===== config.mk =====
export PLATFORM = sky130hd
export DESIGN_NAME = layer_sequencer_flat
export DESIGN_NICKNAME = d
export VERILOG_FILES = /design/src/rtl/layer_sequencer_if.sv /design/src/rtl/layer_sequencer.sv /design/src/flat_wrapper.sv
export SDC_FILE = /design/constraint.sdc
export NUM_CORES = 1
export LEC_CHECK = 0
export BUFFER_PORTS_ARGS = -buffer_cell sky130_fd_sc_hd__buf_4
export CAP_MARGIN = 20
export CORE_MARGIN = 2
export CORE_UTILIZATION = 35
export CTS_CLUSTER_DIAMETER = 200
export DETAILED_ROUTE_END_ITERATION = 8
export PLACE_DENSITY = 0.62
export SLEW_MARGIN = 10
export SYNTH_ARGS = -nofsm -noshare
export SYNTH_HDL_FRONTEND = slang
export SYNTH_SLANG_ARGS = --single-unit

===== constraint.sdc =====
create_clock -name clk -period 2.5 [get_ports clk]
set_clock_uncertainty 0.2 [all_clocks]
set_input_delay 0.5 -clock clk [delete_from_list [all_inputs] [get_ports clk]]
set_output_delay 0.5 -clock clk [all_outputs]
set_load 0.05 [all_outputs]

===== src/rtl/layer_sequencer_if.sv =====
// Layer sequencer bus: frame-memory fetch, column shift-out and layer-activator handshake.
interface layer_sequencer_if;
    localparam int unsigned LAYER_W = 3;
    localparam int unsigned DATA_W  = 64;

    logic               enable;
    logic               layer_req;
    logic [LAYER_W-1:0] layer_idx;
    logic [DATA_W-1:0]  layer_data;
    logic               layer_valid;
    logic               ser_data;
    logic               ser_clk;
    logic               ser_latch;
    logic               act_start;
    logic [LAYER_W-1:0] act_layer;
    logic               act_done;
    logic               frame_done;
    logic               busy;

    // Sequencer side
    modport master (
        input  enable,
        input  layer_data,
        input  layer_valid,
        input  act_done,
        output layer_req,
        output layer_idx,
        output ser_data,
        output ser_clk,
        output ser_latch,
        output act_start,
        output act_layer,
        output frame_done,
        output busy
    );

    // Frame memory / column drivers / activator side
    modport slave (
        output enable,
        output layer_data,
        output layer_valid,
        output act_done,
        input  layer_req,
        input  layer_idx,
        input  ser_data,
        input  ser_clk,
        input  ser_latch,
        input  act_start,
        input  act_layer,
        input  frame_done,
        input  busy
    );
endinterface


===== src/rtl/layer_sequencer.sv =====
// Layer sequencer: fetches each layer's 64-bit column pattern, shifts it out
// MSB first on ser_data/ser_clk, latches it, then hands the layer to the
// activator and waits for completion before moving to the next layer.
module layer_sequencer #(
    parameter int unsigned SHIFT_DIV = 1
) (
    input  logic              clk,
    input  logic              rst_n,
    layer_sequencer_if.master bus
);

    localparam int unsigned LAYER_W = 3;
    localparam int unsigned DATA_W  = 64;
    localparam int unsigned BIT_W   = 6;
    localparam int unsigned DIV_W   = 8;

    localparam logic [DIV_W-1:0]   DIV_LAST   = DIV_W'(SHIFT_DIV - 1);
    localparam logic [BIT_W-1:0]   BIT_FIRST  = BIT_W'(DATA_W - 1);
    localparam logic [LAYER_W-1:0] LAYER_LAST = LAYER_W'(7);

    typedef enum logic [2:0] {
        IDLE,
        FETCH,
        SHIFT,
        LATCH,
        START,
        WAIT_DONE
    } state_t;

    state_t             state_q;
    state_t             state_d;
    logic [LAYER_W-1:0] layer_q;
    logic [LAYER_W-1:0] layer_d;
    logic [DATA_W-1:0]  shreg_q;
    logic [DATA_W-1:0]  shreg_d;
    logic [BIT_W-1:0]   bit_cnt_q;
    logic [BIT_W-1:0]   bit_cnt_d;
    logic [DIV_W-1:0]   div_cnt_q;
    logic [DIV_W-1:0]   div_cnt_d;
    logic               ser_clk_q;
    logic               ser_clk_d;
    logic               ser_latch_q;
    logic               ser_latch_d;
    logic               act_start_q;
    logic               act_start_d;
    logic               layer_req_q;
    logic               layer_req_d;
    logic               frame_done_q;
    logic               frame_done_d;
    logic               busy_q;
    logic               busy_d;

    // Next-state and next-output logic
    always_comb begin
        state_d      = state_q;
        layer_d      = layer_q;
        shreg_d      = shreg_q;
        bit_cnt_d    = bit_cnt_q;
        div_cnt_d    = div_cnt_q;
        ser_clk_d    = ser_clk_q;
        frame_done_d = 1'b0;

        case (state_q)
            IDLE: begin
                layer_d = '0;
                if (bus.enable) begin
                    state_d = FETCH;
                end
            end

            FETCH: begin
                if (bus.layer_valid) begin
                    shreg_d   = bus.layer_data;
                    bit_cnt_d = BIT_FIRST;
                    div_cnt_d = '0;
                    ser_clk_d = 1'b0;
                    state_d   = SHIFT;
                end
            end

            // Each bit: SHIFT_DIV cycles with ser_clk low, then SHIFT_DIV high.
            // The current bit always sits in shreg_q[63].
            SHIFT: begin
                if (div_cnt_q == DIV_LAST) begin
                    div_cnt_d = '0;
                    if (!ser_clk_q) begin
                        ser_clk_d = 1'b1;
                    end else begin
                        ser_clk_d = 1'b0;
                        if (bit_cnt_q == '0) begin
                            shreg_d = '0;
                            state_d = LATCH;
                        end else begin
                            bit_cnt_d = bit_cnt_q - BIT_W'(1);
                            shreg_d   = {shreg_q[DATA_W-2:0], 1'b0};
                        end
                    end
                end else begin
                    div_cnt_d = div_cnt_q + DIV_W'(1);
                end
            end

            LATCH: begin
                state_d = START;
            end

            START: begin
                state_d = WAIT_DONE;
            end

            // Completion always counts, even if enable fell in the same cycle.
            WAIT_DONE: begin
                if (bus.act_done) begin
                    frame_done_d = (layer_q == LAYER_LAST);
                    if (bus.enable) begin
                        layer_d = layer_q + LAYER_W'(1);
                        state_d = FETCH;
                    end else begin
                        layer_d = '0;
                        state_d = IDLE;
                    end
                end
            end

            default: begin
                state_d = IDLE;
            end
        endcase

        layer_req_d = (state_d == FETCH);
        ser_latch_d = (state_d == LATCH);
        act_start_d = (state_d == START);
        busy_d      = (state_d != IDLE);
    end

    // State register
    always_ff @(posedge clk or negedge rst_n) begin
        if (!rst_n) begin
            state_q <= IDLE;
        end else begin
            state_q <= state_d;
        end
    end

    // Datapath and registered outputs
    always_ff @(posedge clk or negedge rst_n) begin
        if (!rst_n) begin
            layer_q      <= '0;
            shreg_q      <= '0;
            bit_cnt_q    <= '0;
            div_cnt_q    <= '0;
            ser_clk_q    <= 1'b0;
            ser_latch_q  <= 1'b0;
            act_start_q  <= 1'b0;
            layer_req_q  <= 1'b0;
            frame_done_q <= 1'b0;
            busy_q       <= 1'b0;
        end else begin
            layer_q      <= layer_d;
            shreg_q      <= shreg_d;
            bit_cnt_q    <= bit_cnt_d;
            div_cnt_q    <= div_cnt_d;
            ser_clk_q    <= ser_clk_d;
            ser_latch_q  <= ser_latch_d;
            act_start_q  <= act_start_d;
            layer_req_q  <= layer_req_d;
            frame_done_q <= frame_done_d;
            busy_q       <= busy_d;
        end
    end

    assign bus.layer_req  = layer_req_q;
    assign bus.layer_idx  = layer_q;
    assign bus.act_layer  = layer_q;
    assign bus.ser_data   = shreg_q[DATA_W-1];
    assign bus.ser_clk    = ser_clk_q;
    assign bus.ser_latch  = ser_latch_q;
    assign bus.act_start  = act_start_q;
    assign bus.frame_done = frame_done_q;
    assign bus.busy       = busy_q;

endmodule


===== src/flat_wrapper.sv =====
// flat-port wrapper written by rule: the top's interface ports become plain ports
module layer_sequencer_flat 
#(
    parameter int unsigned SHIFT_DIV = 1
)
  (clk, rst_n, bus_enable, bus_layer_data, bus_layer_valid, bus_act_done, bus_layer_req, bus_layer_idx, bus_ser_data, bus_ser_clk, bus_ser_latch, bus_act_start, bus_act_layer, bus_frame_done, bus_busy);
  layer_sequencer_if bus_i ();
  input  logic clk;
  input  logic rst_n;
  input wire logic [$bits(bus_i.enable)-1:0] bus_enable;
  input wire logic [$bits(bus_i.layer_data)-1:0] bus_layer_data;
  input wire logic [$bits(bus_i.layer_valid)-1:0] bus_layer_valid;
  input wire logic [$bits(bus_i.act_done)-1:0] bus_act_done;
  output wire logic [$bits(bus_i.layer_req)-1:0] bus_layer_req;
  output wire logic [$bits(bus_i.layer_idx)-1:0] bus_layer_idx;
  output wire logic [$bits(bus_i.ser_data)-1:0] bus_ser_data;
  output wire logic [$bits(bus_i.ser_clk)-1:0] bus_ser_clk;
  output wire logic [$bits(bus_i.ser_latch)-1:0] bus_ser_latch;
  output wire logic [$bits(bus_i.act_start)-1:0] bus_act_start;
  output wire logic [$bits(bus_i.act_layer)-1:0] bus_act_layer;
  output wire logic [$bits(bus_i.frame_done)-1:0] bus_frame_done;
  output wire logic [$bits(bus_i.busy)-1:0] bus_busy;
  assign bus_i.enable = bus_enable;
  assign bus_i.layer_data = bus_layer_data;
  assign bus_i.layer_valid = bus_layer_valid;
  assign bus_i.act_done = bus_act_done;
  assign bus_layer_req = bus_i.layer_req;
  assign bus_layer_idx = bus_i.layer_idx;
  assign bus_ser_data = bus_i.ser_data;
  assign bus_ser_clk = bus_i.ser_clk;
  assign bus_ser_latch = bus_i.ser_latch;
  assign bus_act_start = bus_i.act_start;
  assign bus_act_layer = bus_i.act_layer;
  assign bus_frame_done = bus_i.frame_done;
  assign bus_busy = bus_i.busy;
  layer_sequencer #(.SHIFT_DIV(SHIFT_DIV)) u_core (.clk(clk), .rst_n(rst_n), .bus(bus_i));
endmodule

== Word-level counts from Yosys, hierarchy flattened ==
Cells that the tools add are included.
Word-level totals
  bits in registers: 90
  input port bits: 69
  logic and storage cells: 69
Operators by class
  $add $sub $neg: 3
  eq/ne operators: 14
  multiplexer cells: 30
  reductions and logical operators: 11
Operators with widths (count)
  $mux W64: 4
  $pmux W64 S2: 1
  $mux W3: 8
  $mux W6: 4
  $pmux W3 S6: 1
  $mux W8: 2
  $pmux W8 S2: 1
  $eq A3 B3 Y1 const B: 4
  $pmux W6 S2: 1
  $eq A3 B2 Y1 const B: 3
  $add A8 B1 Y8 const B: 1
  $logic_not A8 Y1: 1
  $eq A3 B1 Y1 const B: 2
  $logic_not A6 Y1: 1
  $mux W1: 6
  $ne A2 B2 Y1 const B: 3
  $pmux W3 S2: 1
  $sub A6 B1 Y6 const B: 1
  $reduce_and A5 Y1: 1
  $ne A2 B1 Y1 const B: 2
  $reduce_and A2 Y1: 2
  $reduce_and A4 Y1: 1
  $reduce_bool A2 Y1: 2
  $add A3 B1 Y3 const B: 1
  4 further kinds: 4

== Logic depth before layout (Yosys ltp) ==
Gate-level depths: netlist (run 1).
  depth in word-level cells: 6
  depth in mapped cells: 8
  mapped depth without buffers: 7

== Least setup slack after synthesis (run 1) ==
OpenSTA, ideal clock, no wires.
  path kind: reg-to-reg
  start: register u_core.bit_cnt_q[0]
  end: register u_core.bit_cnt_q[3]
  arrival time: 1909 ps
  required time: 2168 ps
  setup slack: 259 ps
  cell stages (with the launch flop): 8
  buffers on the path: 0
  cell sequence: dfrtp_1 -> inv_1 -> ha_1 -> or3b_1 -> or3_4 -> a21oi_4 -> nor3_1 -> or3b_1
On the way
  cells in the longest elaborated chain, start to end: 5
  elaborated cells on any way between the ends: 8
RTL lines
  from (decl): RTL line layer_sequencer.sv:36  | logic [BIT_W-1:0] bit_cnt_q;
  from (signal assigned): RTL line layer_sequencer.sv:161  | bit_cnt_q <= bit_cnt_d;
  $sub A6 B1 Y6: RTL line layer_sequencer.sv:94  | bit_cnt_d = bit_cnt_q - BIT_W'(1);
  $mux W6: RTL line layer_sequencer.sv:90  | if (bit_cnt_q == '0) begin
  $mux W6: RTL line layer_sequencer.sv:86  | if (!ser_clk_q) begin
  $mux W6: RTL line layer_sequencer.sv:84  | if (div_cnt_q == DIV_LAST) begin
  $pmux W6 S2: RTL line layer_sequencer.sv:63  | case (state_q)
Parallel ways exist; a longest one is shown, timed or not. The select of a mux whose other input is x is not followed.
A chain may end at the register's enable or synchronous reset.

== Final worst setup path (run 1) ==
Same ends and word-level chain as after synthesis.

==> qor.yml, run 1 <==
run_status:
  status: "complete, no violations"
placement:
  place_ws_ns: 0.1219
  gp_congestion: 0.8419
  port_buffers: 81
  dp_hpwl_mm: 6.961
  dp_cells: 713
logic_synthesis:
  synth_edf_count: 0
  ys_ff_latch: 90
  yosysMostFrequentCell: "dfrtp_1"
  yosysSeqAreaShare_pct: 51.84
  yosys-top-cells-count: "90 x dfrtp_1, 75 x nand2_1, 72 x nand3_1"
  synthesis.instances: 491
  synth_nets: 565
  synth-main-ff-cell: "dfrtp_1"
  async_reset_ff_share_pct: 100.0
  yosys_warnings: 0
  synth.avg_cell_area_um2: 8.848
  synth_top_area_cell: "dfrtp_1"
  netlist_top_cells_area: "dfrtp_1 52%, a31oi_1 9.2%, nand3_1 8.3%, nand2_1 6.5%, nor2_1 5.7%"
  synth_cell_types: 47
  netlist_area_um2: 4344
  netlist.area_leader.share_pct: 51.84
grt:
  grt_max_degree: 67
  antenna_found_initial: 0
  grt_pass1_wl_mm: 17.12
  grt_usage_pct: 16.23
  grt.overflow.total: 0
  grt_pass1_vias: 3505
die:
  design.portCount: 82
  row_count: 40
  die_h_um: 115.4
  core_area_um2: 12060
  die-area_um2: 13320
  die_w_um: 115.4
  initial_core_util_pct: 36.02
clocking:
  cts_max_path_buffers: 2
  cts_htree_levels: 3
  clk_latency_ns: 0.34
  clk_pin_slew_ns: 0.06
  cts_root_buf: "clkbuf_16"
  cts_setup_buffers: 0
  cts_sinks: 90
  cts_made_buffers: 9
  cts_tree: "built"
drt:
  drc: 0
  wl_per_cell_um: 14.36
  drt_iter0_drc: 398
  dr.pass1.iters: 4
  wirelength_mm: 10.49
  postRouteAntennaNets: 0
  viasPerCell: 5.208
  vias: 3802
worst_setup_path:
  path_depth: 7
  crit_type: "reg2reg"
  rrSetupSlack_ns: 0.17
  worst-path-buf-inv: 1
  cp_slowest_cell: "or3b_1"
  reg2reg_to: "u_core.bit_cnt_q[3]"
  cp-start-kind: "flip-flop"
  cp.required_ns: 2.52
  path_common_cell: "or3b_1"
  critical_path.max_stage_delay_ns: 0.41
  critPathMaxFanout: 4
  rr_worst_depth: 7
  critPathArrivalTime_ns: 2.35
  rr_startpoint: "u_core.bit_cnt_q[0]"
  path_delay_family: "simple AND/OR/NAND/NOR gates"
  critPathLaunch: "u_core.bit_cnt_q[0]"
  worst_setup_path_end_kind: "flip-flop"
  path_cells: "inv_1, ha_1, or3b_1, or3_4, a21oi_4, nor3_1, or3b_1"
  crit_end: "u_core.bit_cnt_q[3]"
sta:
  fin_ws_ns: 0.1692
  post-route-min-period_ns: 2.331
  slew_viol_final: 0
  setup_tns_ns: 0
  max-slew-margin-rel_pct: 64.76
  tightestPinTransition_ns: 0.5286
  rsz0062_at_grt: "false"
  finalCritPeriodShare_pct: 93.23
  setup_viol: 0
  clock.fmax_mhz: 429.0
  hold_viol_final: 0
job:
  cap_viol_max_count: 0
finish:
  fillCellCount: 1210
  fin_cells: 730
  syn_to_final_growth_pct: 26.12
  fin_nets: 631
  regArea_um2: 2252
  multi_input_area_um2: 1872
  n_antenna_cell: 0
  post-route-util_pct: 45.43
  drive_gt1_share_pct: 22.60
power_and_ir_drop:
  p_total_mw: 6.231
  peakVddDrop_mv: 0.4434
  leakagePower_nw: 2.378
  power_density_nw_per_um2: 1137
hold_path:
  hp-class: "in2reg"
tightest hold or removal path: stages:
cell     delay (ns)
buf_4          0.11
nand2_1        0.04
a31oi_1        0.07
flip-flops by register name, indices dropped and copies added, names as in the netlist:
name and flops:
u_core.bus.ser_clk 1, u_core.state_q 3, u_core.bus.frame_done 1, u_core.shreg_q 64, u_core.bus.act_start 1, u_core.bus.layer_req 1
u_core.div_cnt_q 8, u_core.bus.ser_latch 1, u_core.bus.act_layer 3, u_core.bus.busy 1, u_core.bit_cnt_q 6
worst min path at each step:
stage	slack [ns]	endpoint	depth (start not counted)	startpoint
CTS	0.20	u_core.shreg_q[53]	3	bus_layer_data[53]
finish	0.21	u_core.shreg_q[55]	3	bus_layer_data[55]
global placement	0.28	u_core.div_cnt_q[7]	1	u_core.div_cnt_q[7]
global route	0.21	u_core.shreg_q[56]	3	bus_layer_data[56]
detailed placement	0.29	u_core.div_cnt_q[7]	1	u_core.div_cnt_q[7]
floorplan	0.004	u_core.bit_cnt_q[0]	0	rst_n
routing by layer:
layer | share of wire [%] | track usage, %
met1 | 46 | 22.44
met2 | 46 | 24.44
met3 | 5.0 | 2.772
met4 | 3.0 | 8.594
met5 | 0 | 0
per-stage QoR:
step	hold slack (ns)	cell area (um^2)
3_5_place_dp	0.2901	5167
2_1_floorplan	0.004409	4344
4_1_cts	0.2003	5475
3_3_place_gp	0.2830	5167
5_1_grt	0.2081	5479
6_report	0.2144	5479
area by class of cell:
type,count,area share (%)
timing repair buffer,99,15.05
multi-input combinational,351,34.16
clock inverter,4,0.9363
inverter,6,0.4111
clock buffer,12,4.499
sequential,90,41.11
tap,168,3.837
placed cells by master, fill, tap and decap left out, drive strengths merged, types with 2 or more instances in the layout:
master / n
buf: 98
a22o: 2
or2: 3
nor3b: 3
nand4: 2
a21oi: 5
o31ai: 3
clkinv: 2
nor3: 5
clkbuf: 12
xor2: 2
dfrtp: 90
a31oi: 64
nand2: 75
nand3: 72
nor2: 66
or3: 2
o21ai: 16
ha: 5
nand2b: 4
or3b: 3
inv: 6
or4: 3
power by group:
part / switching, mW / leakage, nW / total [mW] / internal (mW)
clock network: 0.562 / 0.143 / 1.36 / 0.803
registers: 0.355 / 1.02 / 2.41 / 2.05
logic: 1.43 / 1.22 / 2.46 / 1.03
logic make-up after synthesis:
logic type	count (synthesis)	synth area share (%)
muxes	1	0.2592
buffers and inverters	50	5.386
AOI/OAI and AO/OA	97	14.37
and+or+nand+nor	246	26.30
adders and majority gates	5	1.440
DFF	90	51.84
xor gates and xnor gates	2	0.4033
timing repair:
item,CTS,global route
resized for setup,0,1
hold endpoints to repair,36,0
hold buffers,1,0
endpoints found under the setup margin,0,26
No activity file was read; power rests on OpenSTA's default activity.
==> run 2, diff against run 1 <==
--- a/config.mk
+++ b/config.mk
@@ -12,6 +12,7 @@
 export CTS_CLUSTER_DIAMETER = 200
 export DETAILED_ROUTE_END_ITERATION = 8
 export PLACE_DENSITY = 0.62
+export RECOVER_POWER = 25
 export SLEW_MARGIN = 10
 export SYNTH_ARGS = -nofsm -noshare
 export SYNTH_HDL_FRONTEND = slang
==> qor.yml, run 2 (synthesized netlist as in run 1, its figures left out) <==
hold_path:
  min_from: "bus_layer_data[55]"
  hp-class: "in2reg"
placement:
  gp_congestion: 0.8419
  port_buffers: 81
  dp_cells: 713
  dp_hpwl_mm: 6.961
clocking:
  cts_setup_buffers: 0
  cts_htree_levels: 3
  cts_root_buf: "clkbuf_16"
  clk_pin_slew_ns: 0.06
  cts_sinks: 90
  cts_made_buffers: 9
  cts_max_path_buffers: 2
  cts_tree: "built"
  clk_latency_ns: 0.34
power_and_ir_drop:
  leakagePower_nw: 2.376
  power_density_nw_per_um2: 1137
  peakVddDrop_mv: 0.4424
sta:
  tightestPinTransition_ns: 1.031
  clock.fmax_mhz: 429.9
  rsz0062_at_grt: "false"
  finalCritPeriodShare_pct: 93.04
  max-slew-margin-rel_pct: 31.28
  post-route-min-period_ns: 2.326
  setup_tns_ns: 0
  slew_viol_final: 0
  holdWs_ns: 0.2143
  setup_viol: 0
  hold_viol_final: 0
drt:
  wirelength_mm: 10.46
  drt_iter0_drc: 396
  postRouteAntennaNets: 0
  vias: 3775
  wl_per_cell_um: 14.33
  viasPerCell: 5.171
  dr.pass1.iters: 4
  drc: 0
job:
  cap_viol_max_count: 0
worst_setup_path:
  cp.required_ns: 2.52
  rr_startpoint: "u_core.bit_cnt_q[0]"
  rrSetupSlack_ns: 0.17
  crit_type: "reg2reg"
  cp-start-kind: "flip-flop"
  critPathArrivalTime_ns: 2.34
  critPathLaunch: "u_core.bit_cnt_q[0]"
  worst_setup_path_end_kind: "flip-flop"
  critPathMaxFanout: 4
finish:
  drive_gt1_share_pct: 22.60
  n_antenna_cell: 0
  final_common_cell: "dfrtp_1"
  regArea_um2: 2252
  regMostFlops: "u_core.shreg_q"
  fin_cells: 730
  multi_input_area_um2: 1872
  mostFrequentLayoutCells: "90 x dfrtp_1, 89 x buf_4, 75 x nand2_1"
  fin_nets: 631
  fillCellCount: 1212
  reg_top3: "u_core.shreg_q: 64 flops, u_core.div_cnt_q: 8 flops, u_core.bit_cnt_q: 6 flops"
  largest_reg_flops: 64
  syn_to_final_growth_pct: 26.01
grt:
  grt_max_degree: 67
  grt_pass1_vias: 3505
  grt.overflow.total: 0
  grt_pass1_wl_mm: 17.12
  antenna_found_initial: 0
  grt_usage_pct: 16.23
die:
  core_area_um2: 12060
  die_w_um: 115.4
  row_count: 40
  initial_core_util_pct: 36.02
  die_h_um: 115.4
  design.portCount: 82
  die-area_um2: 13320
run_status:
  status: "complete, no violations"
==> run 2: final timing paths <==
| check | to | cells after the start |
|---|---|---|
| hold / removal | u_core.shreg_q[55] | 3 |
| setup / recovery | u_core.bit_cnt_q[3] | 7 |
| setup reg to reg | u_core.bit_cnt_q[3] | 7 |
| hold reg to reg | u_core.div_cnt_q[7] | 1 |
| min in group asynchronous | u_core.shreg_q[0] | 2 |
| max in group asynchronous | u_core.shreg_q[2] | 3 |
==> run 2: routing by layer <==
| metal | up-vias | share of wire (%) | track usage, % |
|---|---|---|---|
| met5 | - | 0 | 0 |
| met4 | 0 | 3.0 | 8.594 |
| met3 | 20 | 4.5 | 2.772 |
| met2 | 101 | 46 | 24.44 |
| met1 | 1797 | 47 | 22.44 |
| li1 | 1857 | - | - |
==> run 2: worst max-delay path: stages, from the launching register on <==
cell     delay [ns]
dfrtp_1        0.38
inv_1          0.10
ha_1           0.16
or3b_1         0.41
or3_4          0.38
a21oi_4        0.16
nor3_1         0.06
or3b_1         0.35
==> run 2: cell type report <==
class | instances | area share [%]
Clock buffer | 12 | 4.503
Inverter | 6 | 0.4114
Clock inverter | 4 | 0.9371
Timing Repair Buffer | 99 | 14.97
Multi-Input combinational cell | 351 | 34.19
Sequential cell | 90 | 41.14
Tap cell | 168 | 3.840
==> run 2: report_power, final <==
part	switching, mW	internal [mW]	total [mW]
sequential	0.355	2.05	2.41
clock	0.561	0.803	1.36
combinational	1.43	1.03	2.45
total	2.34	3.88	6.22
==> run 2: repair_timing <==
item	4_1_cts	5_1_grt
hold buffers	1	0
resized for setup	0	1
setup endpoints to repair	0	26
endpoints found under the hold margin	36	0
==> run 2: through the flow <==
step	instance area (um^2)	total power [mW]	util [%]	setup slack [ns]
final	5474	6.225	45.38	0.1741
after CTS	5475	6.284	45.39	0.1127
after floorplan	4344	4.109	-	0.2590
after global placement	5167	4.791	42.84	0.1759
after detailed placement	5167	4.903	42.84	0.1219
after global routing	5474	6.718	45.38	0.006394
==> run 3, diff against run 2 <==
--- a/config.mk
+++ b/config.mk
@@ -13,6 +13,7 @@
 export DETAILED_ROUTE_END_ITERATION = 8
 export PLACE_DENSITY = 0.62
 export RECOVER_POWER = 25
+export REMOVE_ABC_BUFFERS = 1
 export SLEW_MARGIN = 10
 export SYNTH_ARGS = -nofsm -noshare
 export SYNTH_HDL_FRONTEND = slang
==> qor.yml, run 3 (synthesized netlist as in run 1, its figures left out) <==
clocking:
  cts_made_buffers: 9
  cts_htree_levels: 3
  clk_pin_slew_ns: 0.06
  clk_latency_ns: 0.33
  cts_root_buf: "clkbuf_16"
  cts_sinks: 90
  ctsHoldBuffers: 1
  cts_setup_buffers: 0
  cts_tree: "built"
  ctsResizeCount: 0
  cts_max_path_buffers: 2
worst_setup_path:
  path_cells: "inv_1, ha_1, or3b_1, or3_4, a21oi_4, nor3_1, or3b_1"
  worst-path-buf-inv: 1
  cp_slowest_cell: "or3b_1"
  path_delay_family: "simple AND/OR/NAND/NOR gates"
  worst_setup_path_end_kind: "flip-flop"
  rrSetupSlack_ns: 0.20
  critPathArrivalTime_ns: 2.30
  path_depth: 7
  cp.required_ns: 2.51
  critical_path.max_stage_delay_ns: 0.40
  critPathMaxFanout: 4
  crit_type: "reg2reg"
  rr_worst_depth: 7
  cp-start-kind: "flip-flop"
  path_common_cell: "or3b_1"
drt:
  drc: 0
  vias: 3724
  viasPerCell: 5.151
  drt_iter0_drc: 362
  wl_per_cell_um: 13.73
  postRouteAntennaNets: 0
  dr.pass1.iters: 4
  wirelength_mm: 9.924
placement:
  gp_congestion: 0.8389
  dp_cells: 708
  port_buffers: 81
  dpl_cell_area_um2: 5117
  place_ws_ns: 0.2041
  dp_hpwl_mm: 6.545
die:
  row_count: 40
  design.portCount: 82
  core_area_um2: 12060
  die_h_um: 115.4
  die_w_um: 115.4
  die-area_um2: 13320
  initial_core_util_pct: 36.02
finish:
  n_antenna_cell: 0
  fin_cells: 723
  reg_top3: "u_core.shreg_q: 64 flops, u_core.div_cnt_q: 8 flops, u_core.bit_cnt_q: 6 flops"
  regMostFlops: "u_core.shreg_q"
  drive_gt1_share_pct: 21.62
  fillCellCount: 1215
  finish.instance_area_um2: 5409
  fin_nets: 626
  syn_to_final_growth_pct: 24.51
  final_common_cell: "dfrtp_1"
  largest_reg_flops: 64
  post-route-util_pct: 44.84
  mostFrequentLayoutCells: "90 x dfrtp_1, 87 x buf_4, 75 x nand2_1"
grt:
  grt.overflow.total: 0
  grt_max_degree: 64
  grt_pass1_wl_mm: 16.89
  grt_usage_pct: 15.75
  antenna_found_initial: 0
  grt_pass1_vias: 3573
sta:
  setup_viol: 0
  finalCritPeriodShare_pct: 91.80
  hold_viol_final: 0
  clock.fmax_mhz: 435.7
  setup_tns_ns: 0
  rsz0062_at_grt: "false"
  max-slew-margin-rel_pct: 26.22
  tightestPinTransition_ns: 1.107
  post-route-min-period_ns: 2.295
  slew_viol_final: 0
  fin_ws_ns: 0.2050
hold_path:
  hp-class: "in2reg"
  hold_path_depth: 3
job:
  cap_viol_max_count: 0
run_status:
  status: "complete, no violations"
power_and_ir_drop:
  peakVddDrop_mv: 0.3596
  leakagePower_nw: 2.340
  power_density_nw_per_um2: 1120
-- run 3: cell types whose count changed in the layout (fill, tap and decap cells not counted) --
cell / delta
buf_4: -2
clkinv_2: -1
buf_12: -2
clkinv_4: -1
clkbuf_2: -2
clkbuf_8: +1
-- run 3: worst paths after layout --
| check | from | end |
|---|---|---|
| setup reg to reg | u_core.bit_cnt_q[0] | u_core.bit_cnt_q[3] |
| hold / removal | bus_layer_data[15] | u_core.shreg_q[15] |
| max in group asynchronous | rst_n | u_core.shreg_q[57] |
| setup / recovery | u_core.bit_cnt_q[0] | u_core.bit_cnt_q[3] |
| min in group asynchronous | rst_n | u_core.bus.ser_clk |
| hold reg to reg | u_core.shreg_q[0] | u_core.shreg_q[0] |
-- run 3: worst reg2reg max path, cell delays in order (launching register included) --
cell     delay, ns
dfrtp_1       0.37
inv_1         0.09
ha_1          0.16
or3b_1        0.40
or3_4         0.38
a21oi_4       0.17
nor3_1        0.07
or3b_1        0.34
-- run 3: power by group --
part | leakage (nW) | internal, mW | switching [mW]
registers | 1.02 | 2.05 | 0.354
logic | 1.18 | 0.927 | 1.37
clock network | 0.141 | 0.819 | 0.530
-- run 3: layout make-up --
class	count	area (um^2)	share of cell area, %
clock inverter	2	37.54	0.6940
timing repair buffer	94	758.2	14.02
sequential	90	2252	41.64
tap	168	210.2	3.886
multi-input combinational	351	1872	34.61
inverter	6	22.52	0.4164
clock buffer	12	256.5	4.742
-- run 3: through the flow --
step | total power [mW] | hold slack, ns
3_3_place_gp | 4.669 | 0.1985
5_1_grt | 6.545 | 0.2210
3_5_place_dp | 4.755 | 0.2010
4_1_cts | 6.128 | 0.2127
2_1_floorplan | 4.010 | 0.004409
6_report | 6.057 | 0.2242
-- run 3: routing by layer --
metal	vias up	track usage [%]	routed length [um]
met5	-	0	0
met2	79	24.52	4725
met1	1785	22.07	4577
li1	1846	-	-
met4	0	5.783	177
met3	14	2.877	443
